**src/rtl/mem_access_pkg.sv**
```systemverilog
// Shared types for the memory-access stage: FSM states, fault codes
// and operation priority decode.
package mem_access_pkg;

    typedef enum logic [1:0] {
        ST_IDLE = 2'd0,
        ST_MEM  = 2'd1,
        ST_DONE = 2'd2
    } state_e;

    typedef enum logic [1:0] {
        FLT_NONE  = 2'b00,
        FLT_ALIGN = 2'b01,
        FLT_BUS   = 2'b10
    } fault_e;

    typedef enum logic [2:0] {
        OP_NOP = 3'd0,
        OP_LD  = 3'd1,
        OP_STR = 3'd2,
        OP_ALU = 3'd3,
        OP_CMP = 3'd4,
        OP_JMP = 3'd5
    } op_e;

    // Bit positions inside op_flags, highest priority first.
    localparam int OPB_LD  = 4;
    localparam int OPB_STR = 3;
    localparam int OPB_ALU = 2;
    localparam int OPB_CMP = 1;
    localparam int OPB_JMP = 0;

    function automatic op_e decode_op(input logic [4:0] flags);
        op_e op;
        op = OP_NOP;
        if (flags[OPB_LD])       op = OP_LD;
        else if (flags[OPB_STR]) op = OP_STR;
        else if (flags[OPB_ALU]) op = OP_ALU;
        else if (flags[OPB_CMP]) op = OP_CMP;
        else if (flags[OPB_JMP]) op = OP_JMP;
        return op;
    endfunction

endpackage

```
**src/rtl/mem_access_timer.sv**
```systemverilog
// Wait counter for the MEM state; expired marks the last allowed
// MEM cycle so an ack in that same cycle can still win.
module mem_timer
    import mem_access_pkg::*;
#(
    parameter int TIMEOUT = 255
) (
    input  logic clk,
    input  logic rst_n,
    input  logic clear,
    input  logic enable,
    output logic expired
);

    localparam logic [7:0] LIMIT = 8'(TIMEOUT - 1);

    logic [7:0] cnt_q, cnt_d;

    assign expired = enable & (cnt_q == LIMIT);

    always_comb begin
        cnt_d = cnt_q;
        if (clear)
            cnt_d = 8'd0;
        else if (enable && !expired)
            cnt_d = cnt_q + 8'd1;
    end

    always_ff @(posedge clk or negedge rst_n) begin
        if (!rst_n) cnt_q <= 8'd0;
        else        cnt_q <= cnt_d;
    end

endmodule

```
**src/rtl/mem_access.sv**
```systemverilog
// Memory-access pipeline stage: issues loads/stores to data memory and
// presents a writeback bundle with register, CPSR and PC write enables.
module mem_access
    import mem_access_pkg::*;
#(
    parameter int TIMEOUT = 255
) (
    input  logic        clk,
    input  logic        rst_n,
    input  logic        in_valid,
    output logic        in_ready,
    input  logic [4:0]  op_flags,
    input  logic [3:0]  rd_num,
    input  logic [31:0] rd_val,
    input  logic [31:0] result,
    input  logic [3:0]  nzcv,
    input  logic        taken,
    input  logic [31:0] md,
    output logic        dmem_req,
    output logic        dmem_we,
    output logic [31:0] dmem_addr,
    output logic [31:0] dmem_wdata,
    input  logic        dmem_ack,
    input  logic [31:0] dmem_rdata,
    output logic        out_valid,
    input  logic        out_ready,
    output logic [3:0]  wb_rd_num,
    output logic [31:0] wb_val,
    output logic        wb_reg_we,
    output logic        wb_cpsr_we,
    output logic        pc_we,
    output logic [31:0] wb_cpsr,
    output logic [31:0] pc_target,
    output logic [1:0]  fault
);

    state_e      state_q, state_d;
    fault_e      fault_q, fault_d;
    op_e         op_q;
    logic [3:0]  rd_q;
    logic [31:0] wdata_q;
    logic [31:0] res_q;
    logic [3:0]  nzcv_q;
    logic        taken_q;
    logic [31:0] md_q;
    logic [31:0] val_q;

    logic   is_idle, is_mem, is_done;
    logic   accept, tmr_clear, tmr_expired, load_rdata;
    op_e    op_in;
    logic   in_memop, in_misal;
    state_e acc_state;
    fault_e acc_fault;

    assign is_idle = (state_q == ST_IDLE);
    assign is_mem  = (state_q == ST_MEM);
    assign is_done = (state_q == ST_DONE);

    assign in_ready = rst_n & (is_idle | (is_done & out_ready));
    assign accept   = in_valid & in_ready;

    assign op_in    = decode_op(op_flags);
    assign in_memop = (op_in == OP_LD) | (op_in == OP_STR);
    assign in_misal = (result[1:0] != 2'b00);

    always_comb begin
        acc_state = ST_DONE;
        acc_fault = FLT_NONE;
        if (in_memop && in_misal)
            acc_fault = FLT_ALIGN;
        else if (in_memop)
            acc_state = ST_MEM;
    end

    always_comb begin
        state_d    = state_q;
        fault_d    = fault_q;
        tmr_clear  = 1'b0;
        load_rdata = 1'b0;
        unique case (state_q)
            ST_IDLE, ST_DONE: begin
                if (is_done && out_ready)
                    state_d = ST_IDLE;
                if (accept) begin
                    state_d   = acc_state;
                    fault_d   = acc_fault;
                    tmr_clear = 1'b1;
                end
            end
            ST_MEM: begin
                // Ack is tested first so it beats a same-cycle timeout.
                if (dmem_ack) begin
                    state_d    = ST_DONE;
                    fault_d    = FLT_NONE;
                    load_rdata = (op_q == OP_LD);
                end else if (tmr_expired) begin
                    state_d = ST_DONE;
                    fault_d = FLT_BUS;
                end
            end
            default: state_d = ST_IDLE;
        endcase
    end

    always_ff @(posedge clk or negedge rst_n) begin
        if (!rst_n) begin
            state_q <= ST_IDLE;
            fault_q <= FLT_NONE;
        end else begin
            state_q <= state_d;
            fault_q <= fault_d;
        end
    end

    always_ff @(posedge clk or negedge rst_n) begin
        if (!rst_n) begin
            op_q    <= OP_NOP;
            rd_q    <= 4'd0;
            wdata_q <= 32'd0;
            res_q   <= 32'd0;
            nzcv_q  <= 4'd0;
            taken_q <= 1'b0;
            md_q    <= 32'd0;
            val_q   <= 32'd0;
        end else if (accept) begin
            op_q    <= op_in;
            rd_q    <= rd_num;
            wdata_q <= rd_val;
            res_q   <= result;
            nzcv_q  <= nzcv;
            taken_q <= taken;
            md_q    <= md;
            val_q   <= result;
        end else if (load_rdata) begin
            val_q   <= dmem_rdata;
        end
    end

    mem_timer #(.TIMEOUT(TIMEOUT)) u_timer (
        .clk     (clk),
        .rst_n   (rst_n),
        .clear   (tmr_clear),
        .enable  (is_mem),
        .expired (tmr_expired)
    );

    logic wb_ok;
    assign wb_ok = is_done & (fault_q == FLT_NONE);

    assign dmem_req   = is_mem;
    assign dmem_we    = is_mem & (op_q == OP_STR);
    assign dmem_addr  = is_mem ? {res_q[31:2], 2'b00} : 32'd0;
    assign dmem_wdata = is_mem ? wdata_q : 32'd0;

    assign out_valid  = is_done;
    assign wb_rd_num  = is_done ? rd_q : 4'd0;
    assign wb_val     = is_done ? val_q : 32'd0;
    assign wb_cpsr    = is_done ? {28'd0, nzcv_q} : 32'd0;
    assign pc_target  = is_done ? md_q : 32'd0;
    assign fault      = is_done ? fault_q : FLT_NONE;
    assign wb_reg_we  = wb_ok & ((op_q == OP_ALU) | (op_q == OP_LD));
    assign wb_cpsr_we = wb_ok & (op_q == OP_CMP);
    assign pc_we      = wb_ok & (op_q == OP_JMP) & taken_q;

endmodule

```
**config.mk**
```make
export PLATFORM = sky130hd
export DESIGN_NAME = mem_access
export DESIGN_NICKNAME = d
export VERILOG_FILES = /design/src/rtl/mem_access_pkg.sv /design/src/rtl/mem_access_timer.sv /design/src/rtl/mem_access.sv
export SDC_FILE = /design/constraint.sdc
export NUM_CORES = 1
export LEC_CHECK = 0
export BUFFER_PORTS_ARGS = -buffer_cell sky130_fd_sc_hd__buf_2
export CAP_MARGIN = 20
export CORE_MARGIN = 2
export CORE_UTILIZATION = 44
export DETAILED_ROUTE_END_ITERATION = 10
export PLACE_DENSITY = 0.84
export SYNTH_ARGS = -nofsm -noshare
export SYNTH_HDL_FRONTEND = slang
export SYNTH_HIERARCHICAL = 1
export SYNTH_SLANG_ARGS = --single-unit
```
**constraint.sdc**
```tcl
create_clock -name clk -period 2.2 [get_ports clk]
set_input_delay 0.33 -clock clk [delete_from_list [all_inputs] [get_ports clk]]
set_output_delay 0.33 -clock clk [all_outputs]
set_load 0.02 [all_outputs]
```
Word-level counts from Yosys, hierarchy flattened
Cells that the tools add are included.
{ "op_classes": {"addsub": 1, "n_eq_ne": 13, "mux": 31, "bitwise": 13, "reduce_logical": 13} }
{ "op_table": {"columns": ["cell", "n"], "rows": [
  ["32-bit 2-to-1 mux", 6],
  ["2-bit 2-to-1 mux", 9],
  ["8-bit 2-to-1 mux", 2],
  ["3-bit 2-to-1 mux", 5],
  ["1-bit bitwise AND", 10],
  ["3-bit by 2-bit equality test with 1-bit output, second input constant", 3],
  ["8-bit by 1-bit adder with 8-bit output, second input constant", 1],
  ["8-bit equality test, second input constant", 1],
  ["4-bit 2-to-1 mux", 2],
  ["2-bit one-hot mux with 2 select lines", 2],
  ["2-bit nonzero test", 4],
  ["3-bit by 1-bit equality test with 1-bit output, second input constant", 2],
  ["3-bit equality test, second input constant", 2],
  ["1-bit 2-to-1 mux", 5],
  ["2-bit logical NOT", 2],
  ["1-bit logical AND", 3],
  ["3-bit by 2-bit inequality test with 1-bit output, second input constant", 1],
  ["3-bit inequality test, second input constant", 1],
  ["1-bit OR", 3],
  ["3-bit AND reduction", 1],
  ["2-bit by 1-bit equality test with 1-bit output, second input constant", 1],
  ["2-bit equality test, second input constant", 1],
  ["2-bit inequality test, second input constant", 1],
  ["2-bit AND reduction", 1],
  ["other kinds (2)", 2]
]} }
{ "totals": {"register_bits": 152, "output_inout_bits": 173, "wordCells": 82} }

Longest topological paths before layout
Gate-level depths: netlist of the first run.
{ "depth": {"word_depth": 11, "ltp_mapped": 9, "mapped_depth_nobuf": 7} }

Modules after synthesis
The synthesis of the first run kept the hierarchy.
{ "modules_own_cells": {"columns": ["module", "n_inst", "cells_each", "area_each_um2", "seq_area_each_um2"], "rows": [
  ["mem_access", 1, 644, 7327.0, 3553.4],
  ["mem_timer", 1, 47, 489.2, 200.2]
]} }

Least setup slack after synthesis of the first run
No wires, ideal clock.
{ "synth_path": {"kind": "flip-flop to flip-flop", "startpoint": "reg state_q[0]", "endpoint": "reg u_timer.cnt_q[0]", "arrival_ns": 2.041, "setup_slack_ns": 0.033, "stages_incl_launch_ff": 10, "synth_period_minus_slack_ns": 2.167, "path_cell_list": "dfrtp_1 nand2b_1 buf_6 or3_4 inv_2 buf_8 buf_12 buf_1 nor2_1 mux2_4"} }
{ "synth_via": {"elab_chain_cells": 8, "elab_cells_between_ends": 15, "classes_between": "eq/ne (2); mux (3); bitwise (5); reduce/logical (5)"} }
{ "synth_rtl": {"columns": ["element", "line_no", "text"], "rows": [
  ["start, declared", "mem_access.sv:37", "state_e state_q, state_d;"],
  ["start signal, assigned", "mem_access.sv:110", "state_q <= state_d;"],
  ["2-bit equality test", "mem_access.sv:57, mem_access.sv:80", null],
  ["1-bit bitwise AND", "mem_access.sv:59", "assign in_ready = rst_n & (is_idle | (is_done & out_ready));"],
  ["1-bit OR", "mem_access.sv:59", null],
  ["1-bit bitwise AND", "mem_access.sv:59", null],
  ["1-bit bitwise AND", "mem_access.sv:60", "assign accept = in_valid & in_ready;"],
  ["1-bit 2-to-1 mux", "mem_access.sv:84", "if (accept) begin"],
  ["1-bit 2-to-1 mux *", "mem_access.sv:80", "unique case (state_q)"],
  ["net tmr_clear", "mem_access.sv:49", "logic accept, tmr_clear, tmr_expired, load_rdata;"],
  ["8-bit 2-to-1 mux / 2-bit nonzero test (equally long branches)", null, null],
  ["end signal, assigned", "mem_access_timer.sv:31", "else cnt_q <= cnt_d;"],
  ["end, declared", "mem_access_timer.sv:17", "logic [7:0] cnt_q, cnt_d;"]
]} }
Mark *: on every way through the listed nets, which the timed path passes. The rest lies on a longest branch.
A chain may end at the register's enable or synchronous reset.

Final worst setup path of the first run
{ "layout_path": {"startpoint": "reg state_q[1]", "endpoint": "out dmem_addr[19]"} }
{ "layout_via": {"elab_chain_cells": 2} }
{ "layout_rtl": {"columns": ["element", "line_no", "text"], "rows": [
  ["2-bit by 1-bit equality test with 1-bit output", "mem_access.sv:56", "assign is_mem = (state_q == ST_MEM);"],
  ["32-bit 2-to-1 mux", "mem_access.sv:152", "assign dmem_addr = is_mem ? {res_q[31:2], 2'b00} : 32'd0;"],
  ["end, declared", "mem_access.sv:21", "output logic [31:0] dmem_addr,"]
]} }
No other way between the ends.

==> run metrics, run 1 <==
status=complete, no violations; pwr/cell area=approximately 880 nW/um2; Clk Latency, worst-skew pair=0.42 ns; H-tree Lvls=4; Die X=137 um; Synth top area share=48.0%; DR WL/cell=around 18 um; Die Area=18800 um2; Worst-Margin Slew=0.797 ns; vias in the first global route=6115; Comb power frac=24.6%; Most used DFF post-synth=dfrtp_1; Rows=48; Crit Path Max Fanout=24; clk_skew=0.00876 ns; via count=between 6000 and 7000; Worst Path Arrival=1.79 ns; Clock transition at path regs=0.06 ns; area grow syn2layout=27.6%; clock tree buffer depth=2; Leak Pwr=around 0.0049 uW; sequential power share=just over 40%; Initial Utilization=45.0%; Post-Syn Area=between 7000 and 8000 um2; synthesized instance count=a little under 700; leading area contributor after synthesis=dfrtp_1; Root Buffer=clkbuf_16; Tmin final=2.12 ns; dpl cells=1166; Max VDD drop=roughly 0.56 mV; Max Fclk=0.472 GHz; # setup viols final=0; Synth Register Bits=150; cts bufs inserted=17; critical path's slowest cell=dfrtp_2; HP Class=primary input to async pin; I/O pin cnt=320; Worst setup SP type=flop; Core Region=between 15000 and 20000 um2; total congestion overflow=0; post-synthesis cell type count=51; die height=137 um; Warnings, synthesis=6; pin count of the biggest net entering global routing=151; number of non-filler instances in the completed layout=1200; Finished Core Util=57.5%; initial drt markers=around 250; # DRC=0; sw frac=29.5%; period utilization=between 90% and 100%; layout cells sized above 1=46.5%; internal power=6200 uW; Detailed Route WL=21000 um; DRT Pass-1 Iters=5; detailed-placement wirelength estimate=between 10000 and 15000 um; share of async-settable or async-resettable flops after synthesis=100%; Setup crit end kind=primary output; max incr delay on CP=0.46 ns; initial antenna violation count=0; All-Layer GR Usage=21.4%; PortBufs=289; Final nets=1111; net load switching power=~2600 uW; ranking of synthesized cells by area=dfrtp_1 48%, and2_1 11%, mux2_4 8.5%, mux2_2 7.8%, buf_4 3.4%; Slew Limit Headroom=between 40% and 50%; CP Cell Sequence=nand2b_2 -> inv_4 -> buf_8 -> and2_1 -> buf_2; # diodes=0; CTS tree=yes; sequential fraction of the synthesis area=between 40% and 50%; final slew viol count=0; Routed Antenna Nets=0; critical path class=flop to primary output; Post-synth EDFFs=0; first-pass GRT wire length=31300 um; Final GP Congestion=~0.82; Final Hold Vio Count=0; clock sink count=150; r2r setup slk=0.26 ns; worst path required time=1.87 ns; vias per cell=5.28; Avg Synthesized Cell Area=11.3 um2; Clk network pwr share=34.3%; Max-Cap Viols=0
## power by group through the flow
stage / Sequential, uW / Clock, uW / Combinational, uW
after detailed placement: 3650 / 0 / 2150
final: 3610 / 3010 / 2160
after floorplan: 3540 / 0 / 1540
after global routing: 3680 / 3180 / 2340
after CTS: 3600 / 3070 / 2170
after global placement: 3620 / 0 / 2090
## state kept, by name, summed over array words and instances (netlist names), 3 cells and up
name	count
md_q	32
val_q	32
wdata_q	32
res_q	30
u_timer/cnt_q	8
nzcv_q	4
rd_q	4
op_q	3
## logic make-up (layout without fill, tap and decap cells)
family / after synthesis / in the layout / share of synthesized area (%)
simple gates: 247 / 247 / 19.1
flops: 150 / 150 / 48.0
mux: 107 / 107 / 17.5
buf+inv: 95 / 350 / 7.91
compound gates: 89 / 89 / 7.03
fa+ha+maj: 2 / 2 / 0.320
other cells: 1 / 30 / 0.0480
## final cells by class
class,instances,area [um2]
clock buffer,22,464
clock inverter,10,146
fill,1436,7380
inverter,9,43.8
multi-input combinational,475,3580
sequential,150,3760
tap,225,282
timing repair buffer,309,1710
## worst max-delay path, delay by kind of cell, from the launching register on
family	cells	cell delay (ns)
buf+inv	3	0.49
simple gates	2	0.41
flops	1	0.46
## placed cells by master (no fill, tap or decap), types with 3 or more instances in the layout
master,instances
a21oi_1,8
a31oi_1,32
mux2_1,9
nor3_1,5
bufinv_16,3
mux2_2,54
nand2b_1,4
nor2_1,13
conb_1,30
buf_4,13
nand3_1,34
a211oi_1,3
o21ai_0,34
buf_12,6
inv_1,5
dfrtp_1,148
clkbuf_1,3
clkinv_4,4
and3_1,3
mux2_4,44
and2_1,135
nor4_1,33
clkbuf_16,18
buf_2,287
## layer usage
layer | GRT usage, % | up-vias | routed length [um]
li1 | - | 2905 | -
met1 | 26.2 | 3082 | 8420
met2 | 36.5 | 324 | 10500
met3 | 6.51 | 25 | 1860
met4 | 6.13 | 0 | 255
met5 | 0 | - | 0
## worst paths after layout
path / start / endpoint / cells after the start
setup / recovery: state_q[1]$_DFFE_PN0P_ / dmem_addr[19] / 5
hold / removal: rst_n / md_q[5]$_DFFE_PN0P_ / 2
setup reg to reg: state_q[0]$_DFFE_PN0P_ / md_q[28]$_DFFE_PN0P_ / 5
hold reg to reg: md_q[30]$_DFFE_PN0P_ / md_q[30]$_DFFE_PN0P_ / 1
max in group asynchronous: rst_n / state_q[1]$_DFFE_PN0P_ / 2
min in group clk: nzcv[0] / nzcv_q[0]$_DFFE_PN0P_ / 2
## through the flow
step	area, um2	hold WS [ns]	TNS, ns	power, uW	setup slack (ns)
final	9980	0.0830	0	8790	0.0810
after global routing	9980	0.0711	-0.0412	9200	-0.0131
after CTS	9930	0.114	0	8850	0.0370
after detailed placement	9310	0.469	0	5800	0.273
after global placement	9310	0.460	0	5710	0.349
after floorplan	7930	0.0344	0	5080	0.0335
## Yosys cell counts, types with 4 or more instances
cell,number
a21oi_1,8
a31oi_1,32
and2_1,135
buf_12,4
buf_4,35
buf_6,7
clkbuf_1,37
dfrtp_1,150
inv_1,7
mux2_1,9
mux2_2,54
mux2_4,44
nand2b_1,6
nand3_1,34
nor2_1,13
nor3_1,5
nor4_1,33
o21ai_0,34
## repair_timing
item,in CTS,in global routing
resized for setup,2,8
pin swaps,0,1
endpoints found under the setup margin,70,45
cloned,0,1
hold buffers,0,0
buffers inserted,1,0
(Power assumes the default switching activity.)
==> run 2: changes to the inputs <==
CORE_UTILIZATION = 45   (was 44)
CTS_BUF_LIST = sky130_fd_sc_hd__clkbuf_8   (was unset)
PLACE_DENSITY = 0.85   (was 0.84)
==> run 2 against run 1 <==
Hold slack worse by 0.080 ns. Critical path depth grew 1. Combinational power barely moved. Sequential cell count stayed put. Via count shrank 1.2%. First-iteration DRC count grew 27%. Critical path type unchanged. Clock skew fell by 0.0019 ns. Critical endpoint is now wb_reg_we. Wire length shrank 2.5%. Die area shrank 2.2%.
==> run metrics, run 2 (synthesis results as in run 1) <==
pwr/cell area=approximately 830 nW/um2; first-pass GRT wire length=31400 um; Routed Antenna Nets=0; Reg2Reg Launch Point=state_q[0]$_DFFE_PN0P_; Multi-input gate area=3580 um2; CTS tree=yes; Initial Utilization=45.7%; # DRC=0; Slew Limit Headroom=44.3%; commonest non-fill, non-tap cell in the layout=buf_2; Leak Pwr=0.00486 uW; initial drt markers=310; critical path class=flop to primary output; minimum hold slack=roughly 0.0028 ns; All-Layer GR Usage=21.7%; FF/Latch Area=3760 um2; Final nets=around 1100; Clock transition at path regs=0.08 ns; layout cells sized above 1=46.7%; Detailed Route WL=20500 um; Crit Path Max Fanout=17; R2R depth=5; clock sink count=150; DR WL/cell=17.1 um; Tmin final=2.14 ns; Rows=48; total congestion overflow=0; fillcell total=1436; period utilization=between 90% and 100%; status=complete, no violations; Worst Path Arrival=1.81 ns; RR Endpoint=res_q[26]$_DFFE_PN0P_; clock tree buffer depth=2; Worst-Margin Slew=0.836 ns; Core Region=17100 um2; # setup viols final=0; cts bufs inserted=17; critical path startpoint=state_q[0]$_DFFE_PN0P_; hold buffers post-CTS=0; fin area=9820 um2; vias per cell=5.21; Post-Place Cell Area=9290 um2; Top Registers=md_q (32), val_q (32), wdata_q (32); area grow syn2layout=25.7%; PortBufs=between 200 and 300; # diodes=0; HP Class=primary input to async pin; r2r setup slk=0.20 ns; clk_skew=0.00682 ns; setup tns final=0 ns; pin count of the biggest net entering global routing=around 150; Worst setup SP type=flop; I/O pin cnt=320; Final GP Congestion=approximately 0.82; Max-Cap Viols=0; DRT Pass-1 Iters=5; Die Area=around 18000 um2; Max Fclk=0.467 GHz; initial antenna violation count=2; die height=136 um; Root Buffer=clkbuf_8; worst path required time=1.87 ns; Max VDD drop=0.440 mV; Die X=136 um; critical path capture point=wb_reg_we; H-tree Lvls=4; Setup crit end kind=primary output; Finished Core Util=about 57%; detailed-placement wirelength estimate=13900 um; vias in the first global route=~6200; final slew viol count=0; via count=6263; Final Hold Vio Count=0; most frequent cells in the layout=287 x buf_2, 148 x dfrtp_1, 135 x and2_1; Clk Latency, worst-skew pair=0.44 ns
run 2: changes by cell type in the layout (fill, tap and decap cells not counted), sizes merged:
cell,change
buf,+2
bufinv,+1
clkbuf,-3
inv,+2
run 2: final cells by class:
class,instances,area share [%]
Sequential cell,150,38.2
Multi-Input combinational cell,475,36.4
Timing Repair Buffer,311,17.6
Tap cell,225,2.87
Clock buffer,19,2.66
Clock inverter,13,1.83
Inverter,9,0.395
run 2: worst min path at each step:
stage | end | cells after the start | from
6_report | res_q[4]$_DFFE_PN0P_ | 2 | rst_n
5_1_grt | md_q[30]$_DFFE_PN0P_ | 2 | md[30]
4_1_cts | res_q[4]$_DFFE_PN0P_ | 2 | rst_n
3_5_place_dp | nzcv_q[0]$_DFFE_PN0P_ | 1 | nzcv_q[0]$_DFFE_PN0P_
3_3_place_gp | nzcv_q[0]$_DFFE_PN0P_ | 1 | nzcv_q[0]$_DFFE_PN0P_
2_1_floorplan | fault_q[0]$_DFFE_PN0P_ | 0 | rst_n
run 2: what timing repair did:
item	4_1_cts	5_1_grt
cloned	0	1
buffers inserted	1	4
resized for setup	5	4
setup endpoints to repair	56	113
run 2: worst max-delay path: stages (launching register included):
cell and delay, ns:
dfrtp_2 0.44, nand2b_1 0.19, inv_2 0.18, buf_12 0.17, nand2_1 0.06, nor3_2 0.14, buf_4 0.18
run 2: power breakdown:
part           switching (uW)  leakage [uW]  internal (uW)
sequential                283       0.00176           3320
clock                    1060      0.000229           1290
combinational            1140       0.00287           1020
run 2: per-stage QoR:
step | cells | total power (uW) | setup WS (ns)
floorplan | 720 | 5080 | 0.0335
global placement | 1164 | 5690 | 0.271
detailed placement | 1164 | 5770 | 0.220
CTS | 1197 | 8150 | 0.00201
global route | 1202 | 8560 | -0.0334
finish | 1202 | 8130 | 0.0603
run 2: metal layers:
layer	track usage (%)	share of wire (%)	vias up
li1	-	-	2911
met1	27.4	40	2999
met2	36.3	50	318
met3	5.65	8.1	33
met4	7.58	1.8	2
met5	0	0.063	-
==> run 3: changes to the inputs <==
CORE_MARGIN = unset   (was 2)
==> run 3 against run 2 <==
Cell count down 0.17%. Global-route usage up 2.4 points. Core utilization up 2.0 points. First-iteration DRC count down 8.7%. Die area down 2.9%. Largest cell class unchanged. Hold slack better by 0.011 ns.
==> run metrics, run 3 (synthesis results as in run 1) <==
status=complete, no violations; commonest non-fill, non-tap cell in the layout=buf_2; detailed-placement wirelength estimate=14200 um; pwr/cell area=a little over 800 nW/um2; DRT Pass-1 Iters=5; HP Class=primary input to async pin; critical path class=flop to primary output; Initial Utilization=46.6%; vias per cell=5.30; Comb power frac=approximately 28%; DR WL/cell=between 15 and 20 um; Max Fclk=~0.48 GHz; initial antenna violation count=0; Final nets=1115; All-Layer GR Usage=24.1%; Detailed Route WL=21500 um; pin count of the biggest net entering global routing=151; Clock transition at path regs=0.09 ns; total congestion overflow=0; Setup crit end kind=primary output; Finished Core Util=59.4%; final slew viol count=0; Crit Path Max Fanout=18; net load switching power=2500 uW; Rows=47; clock tree buffer depth=2; via count=roughly 6400; cts bufs inserted=17; Slew Limit Headroom=41.8%; Max-Cap Viols=0; PortBufs=~290; Die X=approximately 130 um; max incr delay on CP=0.39 ns; sequential power share=44.4%; WP buf/inv=4; Worst-Margin Slew=approximately 0.87 ns; Routed Antenna Nets=0; initial drt markers=around 280; Leak Pwr=0.00490 uW; Final GP Congestion=0.808; CP Cell Sequence=buf_4 -> nand2b_4 -> inv_8 -> buf_12 -> and2_1 -> buf_2; Core Region=16800 um2; sw frac=30.8%; area grow syn2layout=27.4%; # setup viols final=0; H-tree Lvls=4; vias in the first global route=6454; worst path required time=roughly 1.9 ns; Tmin final=2.10 ns; Top Registers=md_q (32), val_q (32), wdata_q (32); most frequent cells in the layout=257 x buf_2, 150 x dfrtp_1, 135 x and2_1; Max VDD drop=approximately 0.53 mV; Final Hold Vio Count=0; setup ws final=0.102 ns; total power=8120 uW; clk_skew=around 0.016 ns; layout cells sized above 1=between 40% and 50%; Root Buffer=clkbuf_8; Crit path max-delay family=buffers and inverters; first-pass GRT wire length=33600 um; period utilization=a little over nine tenths; clock sink count=150; CTS tree=yes; Worst setup SP type=flop; Clk Latency, worst-skew pair=0.44 ns; Worst Path Arrival=1.77 ns; Clk network pwr share=28.0%; internal power=about 5600 uW; # DRC=0; I/O pin cnt=320; critical path's slowest cell=dfrtp_1; Die Area=17900 um2; Post-Place Setup Slack=0.264 ns; die height=134 um
run 3: repair_timing:
| item | CTS | global route |
|---|---|---|
| gates resized for setup | 32 | 15 |
| setup buffers | 1 | 1 |
| cloned | 0 | 2 |
| setup endpoints to repair | 94 | 138 |
| hold buffers | 0 | 0 |
run 3: worst paths after layout:
path / startpoint / endpoint / slack (ns) / depth (start not counted)
worst max-delay path: state_q[1]$_DFFE_PN0P_ / dmem_addr[18] / 0.10 / 6
min in group clk: md[26] / md_q[26]$_DFFE_PN0P_ / 0.12 / 2
worst min-delay path: rst_n / val_q[5]$_DFFE_PN0P_ / 0.01 / 2
worst min register to register: md_q[26]$_DFFE_PN0P_ / md_q[26]$_DFFE_PN0P_ / 0.48 / 1
worst max register to register: u_timer/cnt_q[0]$_DFFE_PN0P_ / state_q[1]$_DFFE_PN0P_ / 0.22 / 7
max in group asynchronous: rst_n / res_q[12]$_DFFE_PN0P_ / 1.49 / 2
run 3: final cells by class:
class	instances	area [um2]
Tap cell	220	275
Inverter	9	48.8
Timing Repair Buffer	313	1870
Antenna cell	1	2.50
Sequential cell	150	3750
Clock inverter	15	186
Fill cell	1361	6800
Clock buffer	17	234
Multi-Input combinational cell	475	3590
run 3: power by group through the flow:
stage	logic (uW)	clock network, uW	registers, uW
after floorplan	1540	0	3540
after CTS	2210	2340	3610
final	2240	2270	3610
after global routing	2410	2460	3690
after detailed placement	2150	0	3650
after global placement	2100	0	3630
run 3: worst reg2reg max path, stage by stage, from the launching register on:
cell       delay [ns]
dfrtp_1          0.40
inv_1            0.07
ha_1             0.24
and4_4           0.22
and3_2           0.22
nor4b_1          0.40
a211oi_1         0.15
o2bb2ai_1        0.17
run 3: metrics by stage:
step | hold slack [ns] | cell area, um2 | setup TNS, ns | instances
2_1_floorplan | 0.0344 | 7930 | 0 | 720
3_3_place_gp | 0.458 | 9340 | 0 | 1163
3_5_place_dp | 0.468 | 9340 | 0 | 1163
4_1_cts | 0.0800 | 9860 | -0.0332 | 1196
5_1_grt | 0.0814 | 9960 | -0.00736 | 1199
6_report | 0.0136 | 9960 | 0 | 1200
run 3: per-layer routing:
layer	GRT usage (%)	vias to the layer above	share of wire (%)
met5	0	-	0
met4	8.02	0	2.2
met3	6.73	31	7.8
met2	40.7	311	50
met1	29.7	3108	40
li1	-	2914	-
